## src/rtl/seg_display_scheduler_if.sv

```systemverilog
// Requester-side bundle of the seven-segment display scheduler: request/digit
// inputs and the registered display, ack and status outputs.
interface seg_display_scheduler_if #(
  parameter int NREQ      = 4,
  parameter int NBITS_SEG = 8
);
  localparam int IDW = (NREQ > 1) ? $clog2(NREQ) : 1;

  logic [NREQ-1:0]      req;
  logic [4*NREQ-1:0]    value;
  logic [NBITS_SEG-1:0] SEG;
  logic [NREQ-1:0]      ack;
  logic                 busy;
  logic [IDW-1:0]       cur_id;

  modport master (output req, value, input SEG, ack, busy, cur_id);
  modport slave  (input req, value, output SEG, ack, busy, cur_id);
endinterface

```

## src/rtl/seg_display_scheduler.sv

```systemverilog
// Round-robin sharing of one seven-segment display among NREQ requesters;
// each grant shows the decoded digit for HOLD_CYCLES clocks, then acks.
module seg_display_scheduler #(
  parameter int NREQ        = 4,
  parameter int HOLD_CYCLES = 4,
  parameter int NBITS_SEG   = 8
) (
  input  logic                    clk_2,
  input  logic                    reset,
  seg_display_scheduler_if.slave  bus
);
  localparam int IDW = (NREQ > 1) ? $clog2(NREQ) : 1;
  localparam int CW  = $clog2(HOLD_CYCLES + 1);
  localparam logic [CW-1:0]  CNT_LOAD = CW'(HOLD_CYCLES - 1);
  localparam logic [IDW-1:0] LAST_RST = IDW'(NREQ - 1);

  typedef enum logic {IDLE, SHOW} state_t;

  state_t               state, state_d;
  logic [CW-1:0]        cnt, cnt_d;
  logic [IDW-1:0]       cur_id, cur_id_d;
  logic [IDW-1:0]       last, last_d;
  logic [NBITS_SEG-1:0] seg, seg_d;
  logic                 grant_found;
  logic [IDW-1:0]       grant;
  logic [3:0]           grant_dig;

  function automatic logic [7:0] decode(input logic [3:0] d);
    case (d)
      4'd0:    decode = 8'h3F;
      4'd1:    decode = 8'h06;
      4'd2:    decode = 8'h5B;
      4'd3:    decode = 8'h4F;
      4'd4:    decode = 8'h66;
      4'd5:    decode = 8'h6D;
      4'd6:    decode = 8'h7D;
      4'd7:    decode = 8'h07;
      4'd8:    decode = 8'h7F;
      4'd9:    decode = 8'h6F;
      default: decode = 8'h80;
    endcase
  endfunction

  // Scan starts just after the last served requester, wrapping around.
  always_comb begin
    grant_found = 1'b0;
    grant       = '0;
    for (int unsigned k = 1; k <= NREQ; k++) begin
      if (!grant_found && bus.req[(32'(last) + k) % NREQ]) begin
        grant_found = 1'b1;
        grant       = IDW'((32'(last) + k) % NREQ);
      end
    end
    grant_dig = bus.value[4*grant +: 4];
  end

  always_comb begin
    state_d  = state;
    cnt_d    = cnt;
    cur_id_d = cur_id;
    last_d   = last;
    seg_d    = seg;
    case (state)
      IDLE: begin
        seg_d = '0;
        if (grant_found) begin
          state_d  = SHOW;
          cur_id_d = grant;
          seg_d    = NBITS_SEG'(decode(grant_dig));
          cnt_d    = CNT_LOAD;
        end
      end
      SHOW: begin
        if (cnt != '0) begin
          cnt_d = cnt - 1'b1;
        end else begin
          state_d = IDLE;
          last_d  = cur_id;
          seg_d   = '0;
        end
      end
      default: state_d = IDLE;
    endcase
  end

  always_ff @(posedge clk_2) begin
    if (reset) begin
      state  <= IDLE;
      cnt    <= '0;
      cur_id <= '0;
      last   <= LAST_RST;
      seg    <= '0;
    end else begin
      state  <= state_d;
      cnt    <= cnt_d;
      cur_id <= cur_id_d;
      last   <= last_d;
      seg    <= seg_d;
    end
  end

  always_comb begin
    bus.ack = '0;
    if (state == SHOW && cnt == '0) bus.ack[cur_id] = 1'b1;
  end

  assign bus.SEG    = seg;
  assign bus.busy   = (state == SHOW);
  assign bus.cur_id = cur_id;
endmodule

```

## src/flat_wrapper.sv

```systemverilog
// flat-port wrapper written by rule: the top's interface ports become plain ports
module seg_display_scheduler_flat 
#(
  parameter int NREQ        = 4,
  parameter int HOLD_CYCLES = 4,
  parameter int NBITS_SEG   = 8
)
  (clk_2, reset, bus_req, bus_value, bus_SEG, bus_ack, bus_busy, bus_cur_id);
  seg_display_scheduler_if #(.NREQ(NREQ), .NBITS_SEG(NBITS_SEG)) bus_i ();
  input  logic clk_2;
  input  logic reset;
  input wire logic [$bits(bus_i.req)-1:0] bus_req;
  input wire logic [$bits(bus_i.value)-1:0] bus_value;
  output wire logic [$bits(bus_i.SEG)-1:0] bus_SEG;
  output wire logic [$bits(bus_i.ack)-1:0] bus_ack;
  output wire logic [$bits(bus_i.busy)-1:0] bus_busy;
  output wire logic [$bits(bus_i.cur_id)-1:0] bus_cur_id;
  assign bus_i.req = bus_req;
  assign bus_i.value = bus_value;
  assign bus_SEG = bus_i.SEG;
  assign bus_ack = bus_i.ack;
  assign bus_busy = bus_i.busy;
  assign bus_cur_id = bus_i.cur_id;
  seg_display_scheduler #(.NREQ(NREQ), .HOLD_CYCLES(HOLD_CYCLES), .NBITS_SEG(NBITS_SEG)) u_core (.clk_2(clk_2), .reset(reset), .bus(bus_i));
endmodule
```

## config.mk

```make
export PLATFORM = sky130hd
export DESIGN_NAME = seg_display_scheduler_flat
export DESIGN_NICKNAME = d
export VERILOG_FILES = /design/src/rtl/seg_display_scheduler_if.sv /design/src/rtl/seg_display_scheduler.sv /design/src/flat_wrapper.sv
export SDC_FILE = /design/constraint.sdc
export NUM_CORES = 1
export LEC_CHECK = 0
export CAP_MARGIN = 30
export CORE_UTILIZATION = 38
export CTS_CLUSTER_DIAMETER = 30
export DETAILED_ROUTE_END_ITERATION = 7
export DONT_BUFFER_PORTS = 1
export HOLD_SLACK_MARGIN = 0.05
export PLACE_DENSITY = 0.49
export SLEW_MARGIN = 20
export SYNTH_ARGS = -nofsm -noshare
export SYNTH_HDL_FRONTEND = slang
export SYNTH_SLANG_ARGS = --single-unit
```

## constraint.sdc

```tcl
create_clock -name clk_2 -period 2.8 [get_ports clk_2]
set_input_delay 0.56 -clock clk_2 [delete_from_list [all_inputs] [get_ports clk_2]]
set_output_delay 0.56 -clock clk_2 [all_outputs]
set_load 0.02 [all_outputs]
```

## After elaboration in Yosys (flattened, before gate mapping)

Memories as Yosys holds them, arrays and structs flattened.
Cells that the tools add are included.

| word-level totals | value |
|---|---|
| output and inout bits | 15 |
| memories kept | 1 |
| ROM bits | 128 |
| bits of input ports | 22 |
| register bits after elaboration | 16 |

Memory list:

| memory | depth | width | read ports | clocked after memory_dff | wr ports | RTL line | source |
|---|---|---|---|---|---|---|---|
| (name not given) | 16 | 8 | 1 | 0 | 0 | seg_display_scheduler.sv:29 | `case (d)` |

| cells by class | value |
|---|---|
| shift-type cells | 1 |
| bitwise logic cells | 2 |
| $lt $le $gt $ge | 6 |
| equal/unequal tests | 3 |
| add/sub/neg operators | 5 |
| mux-type cells | 28 |
| reductions and logical operators | 13 |

Operators by type and width:

| kind | number |
|---|---|
| $mux 8 | 2 |
| $pmux 8 s2 | 1 |
| $shiftx 16x5->4 | 1 |
| $lt 2x3->1 const B | 5 |
| $mux 1 | 11 |
| $bmux 1 s2 | 4 |
| $mux 2 | 4 |
| $mux 3 | 2 |
| $pmux 3 s2 | 1 |
| $reduce_and 2->1 | 3 |
| $logic_and 1x1->1 | 5 |
| $add 2x1->2 const B | 2 |
| $add 2x2->2 const B | 2 |
| $mux 4 | 1 |
| $ne 2x2->1 const B | 2 |
| $logic_not 1->1 | 3 |
| $logic_not 3->1 | 1 |
| $reduce_bool 3->1 | 1 |
| $sub 3x1->3 const B | 1 |
| $demux 1 s2 | 1 |
| $ge 2x1->1 const B | 1 |
| $ne 2x1->1 const B | 1 |
| $not 1->1 | 2 |
| $pmux 1 s2 | 1 |

## Depth between registers and ports, before layout

An unclocked memory read counts as a cell.

| depth | value |
|---|---|
| depth after elaboration | 17 |
| depth in mapped cells | 13 |

## Worst setup path after synthesis

Ideal clock, no wire load.

| timing | value |
|---|---|
| path type | input-to-reg |
| start | in bus_req[1] |
| end | reg u_core.seg[6], in the netlist u_core.bus.SEG[6] |
| stages | 13 |
| arrival | 2399 ps |
| path slack | 326 ps |
| required time | 2726 ps |
| cell sequence | nor2_1 -> nor3_1 -> a211oi_2 -> buf_6 -> mux2i_1 -> nand2_1 -> nand2_1 -> inv_1 -> ha_1 -> or2_2 -> o22ai_1 -> a211oi_1 -> o21ai_0 |

| between the ends | value |
|---|---|
| longest elaborated chain between the ends | 16 |
| elaborated cells on any way between the ends | 26 |

RTL lines:

| element | RTL line | source |
|---|---|---|
| start: declaration | flat_wrapper.sv:12 | `input wire logic [$bits(bus_i.req)-1:0] bus_req;` |
| $bmux 1 s2 | seg_display_scheduler.sv:49 | `if (!grant_found && bus.req[(32'(last) + k) % NREQ]) begin` |
| $mux 1 (implied by the code) | seg_display_scheduler.sv:49 |  |
| $mux 1 | seg_display_scheduler.sv:49 |  |
| $logic_not 1->1 | seg_display_scheduler.sv:49 |  |
| $logic_and 1x1->1 | seg_display_scheduler.sv:49 |  |
| $mux 1 | seg_display_scheduler.sv:49 |  |
| $logic_not 1->1 | seg_display_scheduler.sv:49 |  |
| $logic_and 1x1->1 | seg_display_scheduler.sv:49 |  |
| $mux 1 | seg_display_scheduler.sv:49 |  |
| $logic_not 1->1 | seg_display_scheduler.sv:49 |  |
| $logic_and 1x1->1 | seg_display_scheduler.sv:49 |  |
| $mux 2 | seg_display_scheduler.sv:49 |  |
| $shiftx 16x5->4 | seg_display_scheduler.sv:54 | `grant_dig = bus.value[4*grant +: 4];` |
| $mem_v2 16x8 | n/a |  |
| $mux 8 (*) | seg_display_scheduler.sv:66 | `if (grant_found) begin` |
| $pmux 8 s2 (*) | seg_display_scheduler.sv:63 | `case (state)` |
| end signal: assignment | seg_display_scheduler.sv:98 | `seg <= seg_d;` |
| end: declaration | seg_display_scheduler.sv:23 | `logic [NBITS_SEG-1:0] seg, seg_d;` |

Mark *: on every way between the ends. The rest lies on a longest branch, timed or not. The select of a mux whose other input is x is not followed.
A chain may end at the register's enable or synchronous reset.

## Final worst setup path

| timing | value |
|---|---|
| start | reg u_core.last[0] |
| end | reg u_core.seg[5], in the netlist u_core.bus.SEG[5] |

| between the ends | value |
|---|---|
| longest elaborated chain between the ends | 17 |
| elaborated cells on any way between the ends | 30 |

RTL lines:

| element | RTL line | source |
|---|---|---|
| start: declaration | seg_display_scheduler.sv:22 | `logic [IDW-1:0] last, last_d;` |
| start signal: assignment | seg_display_scheduler.sv:97 | `last <= last_d;` |
| $add 2x1->2 | seg_display_scheduler.sv:49, seg_display_scheduler.sv:51 |  |
| $bmux 1 s2 | seg_display_scheduler.sv:49 |  |
| $mux 1 (implied by the code) | seg_display_scheduler.sv:49 |  |
| $mux 1 | seg_display_scheduler.sv:49 |  |
| $logic_not 1->1 | seg_display_scheduler.sv:49 |  |
| $logic_and 1x1->1 | seg_display_scheduler.sv:49 |  |
| $mux 1 | seg_display_scheduler.sv:49 |  |
| $logic_not 1->1 | seg_display_scheduler.sv:49 |  |
| $logic_and 1x1->1 | seg_display_scheduler.sv:49 |  |
| $mux 1 | seg_display_scheduler.sv:49 |  |
| $logic_not 1->1 | seg_display_scheduler.sv:49 |  |
| $logic_and 1x1->1 | seg_display_scheduler.sv:49 |  |
| $mux 2 | seg_display_scheduler.sv:49 |  |
| $shiftx 16x5->4 | seg_display_scheduler.sv:54 |  |
| $mem_v2 16x8 | n/a |  |
| $mux 8 (*) | seg_display_scheduler.sv:66 |  |
| $pmux 8 s2 (*) | seg_display_scheduler.sv:63 |  |

Marked as above.

==> results.sh <==
export IMPL_outcome="finished clean"
export IMPL_fin_crit_ns=2.448
export IMPL_antenna_left=0
export IMPL_synth_main_ff_cell="dfxtp_1"
export IMPL_setup_viol=0
export IMPL_cts_root_buffer="clkbuf_4"
export IMPL_cts_resized_gates=0
export IMPL_clock_sinks=16
export IMPL_synth_mux_area_fraction_pct=17.22
export IMPL_crit_family="simple AND/OR/NAND/NOR gates"
export IMPL_critPathKind="reg2reg"
export IMPL_whs_path_depth=1
export IMPL_holdPathEnd="u_core.bus.SEG[7]"
export IMPL_drt_vias_per_instance=5.696
export IMPL_cts_hold_buffers_added=0
export IMPL_overflow=0
export IMPL_h_tree_depth=1
export IMPL_multi_input_area_um2=709.4
export IMPL_worstPathBufferInverterCount=2
export IMPL_finalCritPeriodShare_pct=87.42
export IMPL_synth_cell_area_um2=1097
export IMPL_slowest_stage="dfxtp_1"
export IMPL_finalHoldViolations=0
export IMPL_wl_um=2336
export IMPL_critPathMaxStageDelay_ns=0.38
export IMPL_synth_net_count=154
export IMPL_required_ns=3.02
export IMPL_grt_usage_pct=16.18
export IMPL_synthAdderAreaFrac_pct=7.982
export IMPL_ys_seq_area_share_pct=29.19
export IMPL_power_leakage_nw=0.5065
export IMPL_num_antenna_cells=0
export IMPL_grt_setup_unrepaired="false"
export IMPL_synth_top_area_share_pct=29.19
export IMPL_drt_wirelength_per_cell_um=14.51
export IMPL_area_growth_pct=5.587
export IMPL_r2r_slack_ns=0.35
export IMPL_crit_path_cell_trace="nand2b_2, a21oi_2, a211oi_2, buf_4, mux2i_1, nand2_1, nand2_1, inv_1, ha_1, or2_2, o22ai_1, a211oi_1, o21ai_0"
export IMPL_endpoint_kind="flip-flop"
export IMPL_nFillCells=271
export IMPL_cts_buffer_depth=2
export IMPL_cts_buffers=3
export IMPL_hold_start="reset"
export IMPL_finalNetCount=161
export IMPL_synth_top_family_by_area="compound AO/OA/AOI/OAI gates"
export IMPL_place_gp_congestion=0.7936
export IMPL_slew_headroom_pct=55.33
export IMPL_rr_worst_depth=13
export IMPL_setup_tns_ns=0
export IMPL_async_reset_ff_share_pct=0
export IMPL_drc_errors=0
export IMPL_tritoncts="built"
export IMPL_r2r_start="u_core.last[0]"
export IMPL_ys_top_cells_by_count="dfxtp_1 (16), mux2i_1 (14), nor2_1 (14)"
export IMPL_coreArea_um2=2734
export IMPL_grt_pass1_wl_um=4008
export IMPL_seq_area_um2=320.3
export IMPL_startpoint_type="flip-flop"
export IMPL_synth_edff_count=0
export IMPL_cap_violations=0
export IMPL_synthSimpleGateAreaFrac_pct=17.10
export IMPL_synth_largest_area_cell="dfxtp_1"
export IMPL_vias=917
export IMPL_grt_max_degree=16
export IMPL_final_setup_skew_ns=0.005546
export IMPL_dp_hpwl_um=1892
export IMPL_syn_area_per_cell_um2=8.778
export IMPL_slew_violations=0
export IMPL_holdWs_ns=0.3298
export IMPL_crit_top_cell="nand2_1"
export IMPL_synth_compound_area_share_pct=22.35
export IMPL_ir_worst_vdd_mv=0.2476
export IMPL_clk_pin_slew_worst_paths_ns=0.09
export IMPL_synth_most_common_cell="dfxtp_1"
export IMPL_synth_seq_cells=16
export IMPL_crit_path_max_fanout=11
export IMPL_clk_latency_ns=0.28
export IMPL_drtIter0Drc=29
export IMPL_design_die_area_um2=3106
export IMPL_fmax_ghz=0.4085
export IMPL_yosys_warnings=0
export IMPL_synthXorXnorAreaFrac_pct=0
export IMPL_cts_setup_buffers=0
export IMPL_reg2reg_to="u_core.bus.SEG[5]"
export IMPL_grt_antenna_before_repair=0
export IMPL_grt_pass1_vias=935
export IMPL_power_density_nw_per_um2=582.8
export IMPL_portBuffers=0
export IMPL_worst_slew_pin_slew_ns=0.6686
export IMPL_rows=19
export IMPL_hold_path_class="in2reg"
export IMPL_start_util_pct=40.14
export IMPL_cp_arrival_ns=2.66
export IMPL_io_pins=37
export IMPL_synthCells=125
export IMPL_drive_gt1_share_pct=15.38
export IMPL_dieWidth_um=55.74
export IMPL_netlist_top_cells_area="dfxtp_1 (29%), mux2i_1 (13%), ha_1 (8.0%)"
export IMPL_die_h_um=55.74
export IMPL_first_pass_iters=4
export IMPL_synth_distinct_cells=36
## worst max-delay path by stage
| stage | startpoint | cells after the start | slack, ns | endpoint |
|---|---|---|---|---|
| finish | u_core.last[0] | 13 | 0.35 | u_core.bus.SEG[5] |
| global route | u_core.last[0] | 13 | 0.07 | u_core.bus.SEG[5] |
| CTS | u_core.last[0] | 13 | 0.32 | u_core.bus.SEG[5] |
| detailed placement | bus_req[1] | 13 | 0.14 | u_core.bus.SEG[5] |
| global placement | bus_req[1] | 13 | 0.21 | u_core.bus.SEG[6] |
| floorplan | bus_req[1] | 13 | 0.33 | u_core.bus.SEG[6] |
## routing by layer
metal	track usage (%)	share of wire, %
met3	4.186	5.2
met2	27.54	49
met1	19.19	45
met5	0	0
met4	6.786	0.64
## flip-flops by register name, summed over array words and instances, names as in the netlist
register and cells:
u_core.bus.SEG 8, u_core.cnt 3, u_core.bus.cur_id 2, u_core.last 2
u_core.bus.busy 1
## kinds of logic after synthesis
family | Yosys count
simple gates | 40
compound gates | 33
mux | 18
flops | 16
buf+inv | 11
fa+ha+maj | 7
## layout make-up
type | instances | share of cell area [%]
Timing Repair Buffer | 5 | 3.240
Tap cell | 31 | 3.348
Inverter | 8 | 2.592
Clock buffer | 3 | 1.944
Sequential cell | 16 | 27.65
Multi-Input combinational cell | 98 | 61.23
## worst register-to-register path, delay by kind of cell, from the launching register on
| kind | cells | cell delay, ns |
|---|---|---|
| simple gates | 4 | 0.65 |
| flops | 1 | 0.38 |
| mux | 1 | 0.20 |
| compound gates | 5 | 0.64 |
| fa+ha+maj | 1 | 0.19 |
| buf+inv | 2 | 0.32 |
## cell usage in the layout, fill, tap and decap left out
| cell | count |
|---|---|
| a21o_2 | 1 |
| o221ai_1 | 2 |
| nand2_1 | 11 |
| o221ai_2 | 1 |
| nand2b_1 | 3 |
| a22o_2 | 1 |
| nor2_1 | 14 |
| clkbuf_4 | 3 |
| a221oi_1 | 3 |
| inv_1 | 7 |
| a21oi_2 | 1 |
| a21oi_1 | 8 |
| a211oi_1 | 4 |
| nor3_1 | 3 |
| nor3b_1 | 1 |
| o21ai_0 | 4 |
| a22o_1 | 1 |
| mux2_4 | 1 |
| and2_1 | 1 |
| dfxtp_1 | 16 |
| mux2i_1 | 14 |
| nor2b_1 | 2 |
| a211oi_2 | 1 |
| and3_1 | 2 |
| mux2_2 | 3 |
| a41o_2 | 1 |
| nand2b_2 | 1 |
| a211o_1 | 2 |
| a31oi_1 | 1 |
| or2_2 | 1 |
| ha_1 | 7 |
| or3_1 | 1 |
| o22ai_1 | 2 |
| buf_4 | 5 |
| clkinv_1 | 1 |
## report_power, final
group | leakage [nW] | total [mW] | switching [mW] | internal (mW)
clock network | 0.0138 | 0.121 | 0.0712 | 0.0499
registers | 0.132 | 0.315 | 0.0562 | 0.259
logic | 0.360 | 0.239 | 0.126 | 0.113
## through the flow
step	std cells	setup slack [ns]	cell area [um2]	power [mW]	util, %
final	161	0.3521	1159	0.6753	42.38
after floorplan	125	0.3263	1097	0.5102	-
after global placement	158	0.2129	1136	0.5562	41.56
after global routing	161	0.06538	1159	0.7282	42.38
after detailed placement	158	0.1355	1136	0.5625	41.56
after CTS	161	0.3238	1159	0.6834	42.38
(Power assumes the default switching activity.)
